`src/rtl/counter_share_ctrl_pkg.sv`:
```
// Types and helpers for the shared-counter controller.
// Elapsed count is taken modulo the counter width by the caller.
package counter_ctrl_pkg;

    localparam int CNT_W_DEF = 4;
    localparam int ELAPSED_W = 16;

    typedef enum logic [1:0] {
        IDLE = 2'd0,
        RUN  = 2'd1,
        DONE = 2'd2
    } state_e;

    function automatic logic [ELAPSED_W-1:0] elapsed(
        input logic [ELAPSED_W-1:0] q,
        input logic [ELAPSED_W-1:0] base
    );
        return q - base;
    endfunction

endpackage

```
`src/rtl/counter_share_ctrl_if.sv`:
```
// Bundle between the requesters/shared counter (master) and the controller (slave).
interface counter_share_ctrl_if
    import counter_ctrl_pkg::*;
#(
    parameter int NUM_REQ = 4,
    parameter int CNT_W   = CNT_W_DEF
);

    logic [NUM_REQ-1:0]       req;
    logic [NUM_REQ*CNT_W-1:0] len;
    logic [CNT_W-1:0]         q_in;
    logic                     count_en;
    logic [NUM_REQ-1:0]       grant;
    logic [NUM_REQ-1:0]       done;
    logic                     busy;

    modport master (
        output req, len, q_in,
        input  count_en, grant, done, busy
    );

    modport slave (
        input  req, len, q_in,
        output count_en, grant, done, busy
    );

endinterface

```
`src/rtl/counter_share_ctrl_rr_arbiter.sv`:
```
// Combinational round-robin select: first set request at or after last_idx+1.
module rr_arbiter #(
    parameter int NUM_REQ = 4,
    parameter int IDX_W   = $clog2(NUM_REQ)
) (
    input  logic [NUM_REQ-1:0] req_i,
    input  logic [IDX_W-1:0]   last_idx_i,
    output logic               valid_o,
    output logic [IDX_W-1:0]   idx_o
);

    always_comb begin
        int cand;
        cand    = 0;
        valid_o = 1'b0;
        idx_o   = '0;
        for (int k = 1; k <= NUM_REQ; k++) begin
            cand = (int'(last_idx_i) + k) % NUM_REQ;
            if (!valid_o && req_i[IDX_W'(cand)]) begin
                valid_o = 1'b1;
                idx_o   = IDX_W'(cand);
            end
        end
    end

endmodule

```
`src/rtl/counter_share_ctrl.sv`:
```
// Time-shares one free-running counter among requesters; each owner gets a run
// of len increments measured from a base latched at grant.
//
//   state | meaning
//   IDLE  | no owner; arbitrate pending requests
//   RUN   | owner granted, counter enabled until elapsed == target
//   DONE  | one-cycle completion pulse to the owner
module counter_share_ctrl
    import counter_ctrl_pkg::*;
#(
    parameter int NUM_REQ = 4,
    parameter int CNT_W   = CNT_W_DEF
) (
    input  logic          clk,
    input  logic          reset_n,
    counter_share_ctrl_if.slave bus_if
);

    localparam int IDX_W = $clog2(NUM_REQ);
    localparam logic [ELAPSED_W-1:0] CNT_MASK = ELAPSED_W'((1 << CNT_W) - 1);

    state_e             state_q;
    logic [IDX_W-1:0]   idx_q;
    logic [IDX_W-1:0]   last_idx_q;
    logic [CNT_W-1:0]   tgt_q;
    logic [CNT_W-1:0]   base_q;
    logic [NUM_REQ-1:0] grant_q;
    logic [NUM_REQ-1:0] done_q;

    logic               arb_valid;
    logic [IDX_W-1:0]   arb_idx;
    logic [CNT_W-1:0]   len_sel;
    logic [NUM_REQ-1:0] arb_onehot;
    logic               reached;

    rr_arbiter #(
        .NUM_REQ (NUM_REQ),
        .IDX_W   (IDX_W)
    ) u_arb (
        .req_i      (bus_if.req),
        .last_idx_i (last_idx_q),
        .valid_o    (arb_valid),
        .idx_o      (arb_idx)
    );

    assign len_sel    = bus_if.len[int'(arb_idx)*CNT_W +: CNT_W];
    assign arb_onehot = NUM_REQ'(1) << arb_idx;

    // Wrap-safe: compare the modular distance from base, not absolute values.
    assign reached = (elapsed(ELAPSED_W'(bus_if.q_in), ELAPSED_W'(base_q)) & CNT_MASK)
                     == ELAPSED_W'(tgt_q);

    assign bus_if.count_en = (state_q == RUN) && !reached;
    assign bus_if.grant    = grant_q;
    assign bus_if.done     = done_q;
    assign bus_if.busy     = (state_q != IDLE);

    always_ff @(posedge clk or negedge reset_n) begin
        if (!reset_n) begin
            state_q    <= IDLE;
            idx_q      <= '0;
            last_idx_q <= IDX_W'(NUM_REQ - 1);
            tgt_q      <= '0;
            base_q     <= '0;
            grant_q    <= '0;
            done_q     <= '0;
        end else begin
            case (state_q)
                IDLE: begin
                    done_q <= '0;
                    if (arb_valid) begin
                        idx_q   <= arb_idx;
                        tgt_q   <= len_sel;
                        base_q  <= bus_if.q_in;
                        grant_q <= arb_onehot;
                        if (len_sel == '0) begin
                            state_q <= DONE;
                            done_q  <= arb_onehot;
                        end else begin
                            state_q <= RUN;
                        end
                    end
                end
                RUN: begin
                    // Completion takes precedence over a same-cycle request drop.
                    if (reached) begin
                        state_q <= DONE;
                        done_q  <= grant_q;
                    end else if (!bus_if.req[idx_q]) begin
                        state_q    <= IDLE;
                        grant_q    <= '0;
                        last_idx_q <= idx_q;
                    end
                end
                DONE: begin
                    state_q    <= IDLE;
                    done_q     <= '0;
                    grant_q    <= '0;
                    last_idx_q <= idx_q;
                end
                default: begin
                    state_q <= IDLE;
                    done_q  <= '0;
                    grant_q <= '0;
                end
            endcase
        end
    end

endmodule

```
`src/flat_wrapper.sv`:
```
// flat-port wrapper written by rule: the top's interface ports become plain ports
module counter_share_ctrl_flat import counter_ctrl_pkg::*;
#(
    parameter int NUM_REQ = 4,
    parameter int CNT_W   = CNT_W_DEF
)
  (clk, reset_n, bus_if_req, bus_if_len, bus_if_q_in, bus_if_count_en, bus_if_grant, bus_if_done, bus_if_busy);
  counter_share_ctrl_if #(.NUM_REQ(NUM_REQ), .CNT_W(CNT_W)) bus_if_i ();
  input  logic clk;
  input  logic reset_n;
  input wire logic [$bits(bus_if_i.req)-1:0] bus_if_req;
  input wire logic [$bits(bus_if_i.len)-1:0] bus_if_len;
  input wire logic [$bits(bus_if_i.q_in)-1:0] bus_if_q_in;
  output wire logic [$bits(bus_if_i.count_en)-1:0] bus_if_count_en;
  output wire logic [$bits(bus_if_i.grant)-1:0] bus_if_grant;
  output wire logic [$bits(bus_if_i.done)-1:0] bus_if_done;
  output wire logic [$bits(bus_if_i.busy)-1:0] bus_if_busy;
  assign bus_if_i.req = bus_if_req;
  assign bus_if_i.len = bus_if_len;
  assign bus_if_i.q_in = bus_if_q_in;
  assign bus_if_count_en = bus_if_i.count_en;
  assign bus_if_grant = bus_if_i.grant;
  assign bus_if_done = bus_if_i.done;
  assign bus_if_busy = bus_if_i.busy;
  counter_share_ctrl #(.NUM_REQ(NUM_REQ), .CNT_W(CNT_W)) u_core (.clk(clk), .reset_n(reset_n), .bus_if(bus_if_i));
endmodule
```
`config.mk`:
```
export PLATFORM = sky130hd
export DESIGN_NAME = counter_share_ctrl_flat
export DESIGN_NICKNAME = d
export VERILOG_FILES = /design/src/rtl/counter_share_ctrl_pkg.sv /design/src/rtl/counter_share_ctrl_if.sv /design/src/rtl/counter_share_ctrl_rr_arbiter.sv /design/src/rtl/counter_share_ctrl.sv /design/src/flat_wrapper.sv
export SDC_FILE = /design/constraint.sdc
export NUM_CORES = 1
export LEC_CHECK = 0
export ABC_AREA = 1
export CELL_PAD_IN_SITES_DETAIL_PLACEMENT = 1
export CELL_PAD_IN_SITES_GLOBAL_PLACEMENT = 2
export CORE_MARGIN = 5
export CORE_UTILIZATION = 24
export DETAILED_ROUTE_END_ITERATION = 10
export PLACE_DENSITY = 0.87
export SYNTH_ARGS = -nofsm -noshare
export SYNTH_HDL_FRONTEND = slang
export SYNTH_SLANG_ARGS = --single-unit
```
`constraint.sdc`:
```
create_clock -name clk -period 1.9 [get_ports clk]
set_input_delay 0.285 -clock clk [delete_from_list [all_inputs] [get_ports clk]]
set_output_delay 0.285 -clock clk [all_outputs]
set_load 0.05 [all_outputs]
```
# After elaboration in Yosys (flattened, before gate mapping)
# Cells that the tools add are included.
[classes]
addsub = 5
n_eq_ne = 8
shift = 2
n_lt_le_gt_ge = 5
n_mux = 38
n_reduce_logical = 16
[ops]
columns = ["cell", "count"]
rows = [
  ["$mux 4", 6],
  ["$mux 2", 10],
  ["$lt 2x4->1 const B", 4],
  ["$pmux 4 s2", 2],
  ["$shiftx 16x5->4", 1],
  ["$mux 1", 13],
  ["$bmux 1 s2", 5],
  ["$pmux 2 s2", 2],
  ["$reduce_and 3->1", 2],
  ["$add 2x1->2 const B", 2],
  ["$add 2x2->2 const B", 2],
  ["$eq 4x4->1", 1],
  ["$logic_and 1x1->1", 4],
  ["$logic_not 1->1", 4],
  ["$logic_not 4->1", 1],
  ["$ne 2x1->1 const B", 2],
  ["$ne 2x2->1 const B", 2],
  ["$reduce_and 2->1", 2],
  ["$reduce_bool 2->1", 2],
  ["$shl 1x2->4 const A", 1],
  ["$sub 4x4->4", 1],
  ["$lt 2x3->1 const B", 1],
  ["$ne 3x2->1 const B", 1],
  ["$eq 2x1->1 const B", 1],
  ["2 further kinds", 2],
]
[totals]
output_inout_bits = 10
register_bits = 22
in_bits = 26
elab_cells = 81

# Longest topological paths before layout
[depth]
depth_word = 19
mapped_depth = 20
mapped_depth_nobuf = 19

# Hierarchy
# Synthesis repeated with hierarchy kept, for this count alone.
[hier_totals]
hier_cells = 250
area_unflattened_um2 = 1681.6
[modules_own_cells]
columns = ["module", "cells_per_inst", "seq_area_each_um2", "instances", "area_each_um2"]
rows = [
  ["counter_share_ctrl", 201, 553.0, 1, 1391.3],
  ["rr_arbiter", 49, 0.0, 1, 290.3],
]

# Worst setup path after synthesis
# Ideal clock, no wire load.
[synth_path]
path_type = "flip-flop to output port"
start = "reg u_core.base_q[0]"
end = "out bus_if_count_en"
path_buffers = 0
stages_incl_launch_ff = 9
required_time_ps = 1615
t_arrival_ps = 1962
setup_slack_ps = -347
cell_sequence = "dfrtp_1 > ha_1 > fa_1 > xor2_1 > nand2_1 > a21oi_1 > o211ai_1 > nand2_1 > inv_1"
[synth_via]
elab_chain_len = 4
[synth_lines]
columns = ["element", "line_no", "text"]
rows = [
  ["start: declaration", "counter_share_ctrl.sv:26", "logic [CNT_W-1:0] base_q;"],
  ["start signal: assignment", "counter_share_ctrl.sv:74", "base_q <= bus_if.q_in;"],
  ["$sub 4x4->4", "counter_share_ctrl_pkg.sv:18", "return q - base;"],
  ["$eq 4x4->1", "counter_share_ctrl.sv:51", "== ELAPSED_W'(tgt_q);"],
  ["$logic_not 1->1", "counter_share_ctrl.sv:53", "assign bus_if.count_en = (state_q == RUN) && !reached;"],
  ["$logic_and 1x1->1", "counter_share_ctrl.sv:53", ""],
  ["end: declaration", "flat_wrapper.sv:14", "output wire logic [$bits(bus_if_i.count_en)-1:0] bus_if_count_en;"],
]
# No other way between the ends.

# Final worst setup path
# Same ends and word-level chain as after synthesis.

==> impl_metrics.json <==
{
  "postSynthCellCount": 226,
  "synth_compound_area_frac": 0.123,
  "end_kind": "output pin",
  "fill_cells": 750,
  "htreeDepth": 1,
  "drc_errors": 0,
  "mostFrequentLayoutCells": "nand2_1 (47), nand2_2 (46), buf_4 (40)",
  "yosys-mux-area-fraction": 0,
  "slew_headroom": 0.662,
  "antenna_found_initial": 0,
  "synth_cell_types": 30,
  "async_flop_share": 1.00,
  "setup_viol": 23,
  "via_per_inst": 4.65,
  "drive_above_1_share": 0.519,
  "wl_per_cell_um": 14.7,
  "required_ns": 1.62,
  "synth-edff-count": 0,
  "synth_fa_ha_area_frac": 0.0369,
  "rows": 29,
  "post-route-period-util": 1.31,
  "synthesis.nets": 256,
  "gp_congestion": 0.778,
  "crit_slowest_cell": "fa_1",
  "stdcell_count": 401,
  "grt_pass1_vias": 1933,
  "routed-via-count": 1863,
  "synthToLayoutAreaGrowth_pct": 92.9,
  "ys_seq_area_frac": 0.355,
  "drtIter0Drc": 42,
  "grt_pass1_wl_um": 9000,
  "worstSetupStartpointType": "register",
  "finalMaxSlewViolations": 0,
  "maxCapViolations": 0,
  "crit_family": "adder cells",
  "clockBufferDepth": 2,
  "clock-sinks": 22,
  "tightest_slew_ns": 0.506,
  "outcome": "finished with violations",
  "die_w_um": 90.6,
  "synth_flop_cell": "dfrtp_1",
  "yosys.area_share.xor_xnor": 0.0337,
  "grt_max_degree": 23,
  "initial_core_util": 0.245,
  "numCtsBuffers": 3,
  "ys_warn_count": 0,
  "cts_tree": "yes",
  "grt-ovfl-total": 0,
  "critPathBufInv": 2,
  "hold_buffers": 0,
  "clkLatencyLatePin_ns": 0.26,
  "worstPathArrival_ns": 2.21,
  "synth_top_family_by_area": "simple AND/OR/NAND/NOR gates",
  "violations": "negative setup slack",
  "path_class": "reg2out",
  "path_cells": "ha_4 > fa_1 > xor2_1 > nand2_1 > a21oi_2 > o211ai_1 > nand2_2 > clkinvlp_4 > buf_12",
  "fin_crit_ns": 2.49,
  "drt_pass1_iterations": 4,
  "fin_worst_skew_ns": 0.00714,
  "synth_simple_gate_area_frac": 0.401,
  "syn_area_per_cell_um2": 6.89,
  "hpwl_um": 3870,
  "ys_ff_latch": 22,
  "holdCritPathClass": "in2async",
  "finalHoldViolCount": 0,
  "io_buffers": 35,
  "clockRootBuffer": "clkbuf_8",
  "placedCellCount": 376,
  "fmax_ghz": 0.401,
  "n_antenna_cell": 0,
  "layout.nets": 355,
  "cp_max_fo": 2,
  "dieArea_mm2": 0.00820,
  "grtUsageTotal": 0.129,
  "synthesis.area_mm2": 0.00156,
  "io_pins": 36,
  "setup_slack_ns": -0.592,
  "layout_commonest_cell": "nand2_1",
  "max_stage_delay_ns": 0.50,
  "wirelength_um": 5880,
  "antenna_left": 0,
  "clkTransAtPathRegs_ns": 0.08,
  "rsz0062_at_grt": "yes",
  "die_h_um": 90.6,
  "core_area_mm2": 0.00635
}
[area by class of cell]
cell class / count / area, um2 / area share
inverters: 16 / 80.1 / 0.0266
clock buffers: 4 / 45.0 / 0.0150
repair buffers: 95 / 911 / 0.303
flip-flops and latches: 22 / 553 / 0.184
multi-input cells: 187 / 1320 / 0.439
well taps: 77 / 96.3 / 0.0321
[routing by layer]
layer / track usage / vias up / routed length (um) / part of all wire
met5: 0 / - / 0 / 0
met4: 0.0261 / 0 / 56 / 0.0095
met3: 0.0150 / 4 / 243 / 0.041
met2: 0.229 / 39 / 3100 / 0.53
met1: 0.167 / 893 / 2480 / 0.42
li1: - / 927 / - / -
[flip-flops by register name, summed over array words and instances (netlist names)]
signal and cells:
u_core.base_q 4, u_core.bus_if.done 4, u_core.bus_if.grant 4, u_core.idx_q 2, u_core.last_idx_q 2, u_core.state_q 2
u_core.tgt_q 4
[worst paths after layout]
kind / start / endpoint / slack, ns / cells after the start
max reg2reg: u_core.last_idx_q[0] / u_core.bus_if.done[2] / -0.58 / 18
max in group asynchronous: reset_n / u_core.last_idx_q[0] / 1.24 / 2
max: u_core.base_q[0] / bus_if_count_en / -0.59 / 9
min in group clk: bus_if_q_in[1] / u_core.base_q[1] / 0.43 / 4
min reg2reg: u_core.bus_if.done[0] / u_core.bus_if.done[0] / 0.49 / 2
min: reset_n / u_core.base_q[0] / 0.37 / 2
[repair_timing]
item	CTS	global route
setup endpoints to repair	22	23
pin swaps	30	13
cloned	2	1
gates resized for setup	72	67
setup buffers	18	13
[synthesized netlist by cell type (all sizes together) (2+ instances only)]
cell type	instances	area share
nand3	16	0.055
xor2	5	0.028
o22ai	2	0.0080
nand2	112	0.30
clkbuf	2	0.0048
dfstp	2	0.034
a31oi	3	0.012
nor2	13	0.047
inv	15	0.036
a21oi	5	0.016
ha	3	0.024
dfrtp	20	0.32
o21ai	19	0.063
[per-stage QoR]
step            util  setup TNS [ns]  cell area [um2]  worst slack, ns  hold WS [ns]
2_1_floorplan      -           -2.06             1580           -0.300       -0.0106
3_3_place_gp   0.368          -10.54             2340           -0.693         0.461
3_5_place_dp   0.368          -11.98             2340           -0.835         0.470
4_1_cts        0.425           -6.46             2700           -0.697         0.388
5_1_grt        0.473          -12.31             3010           -0.745         0.397
6_report       0.473           -9.85             3010           -0.592         0.373
[kinds of logic (layout without fill, tap and decap cells)]
group                      count (synthesis)  after routing
xor gates and xnor gates                   6              6
buffers and inverters                     19            115
adders and majority gates                  4              4
AOI/OAI and AO/OA                         33             33
DFF                                       22             22
and+or+nand+nor                          142            144
Power is not shown: default switching activity piles up to over one toggle a cycle in this logic, so the estimate is an artifact.
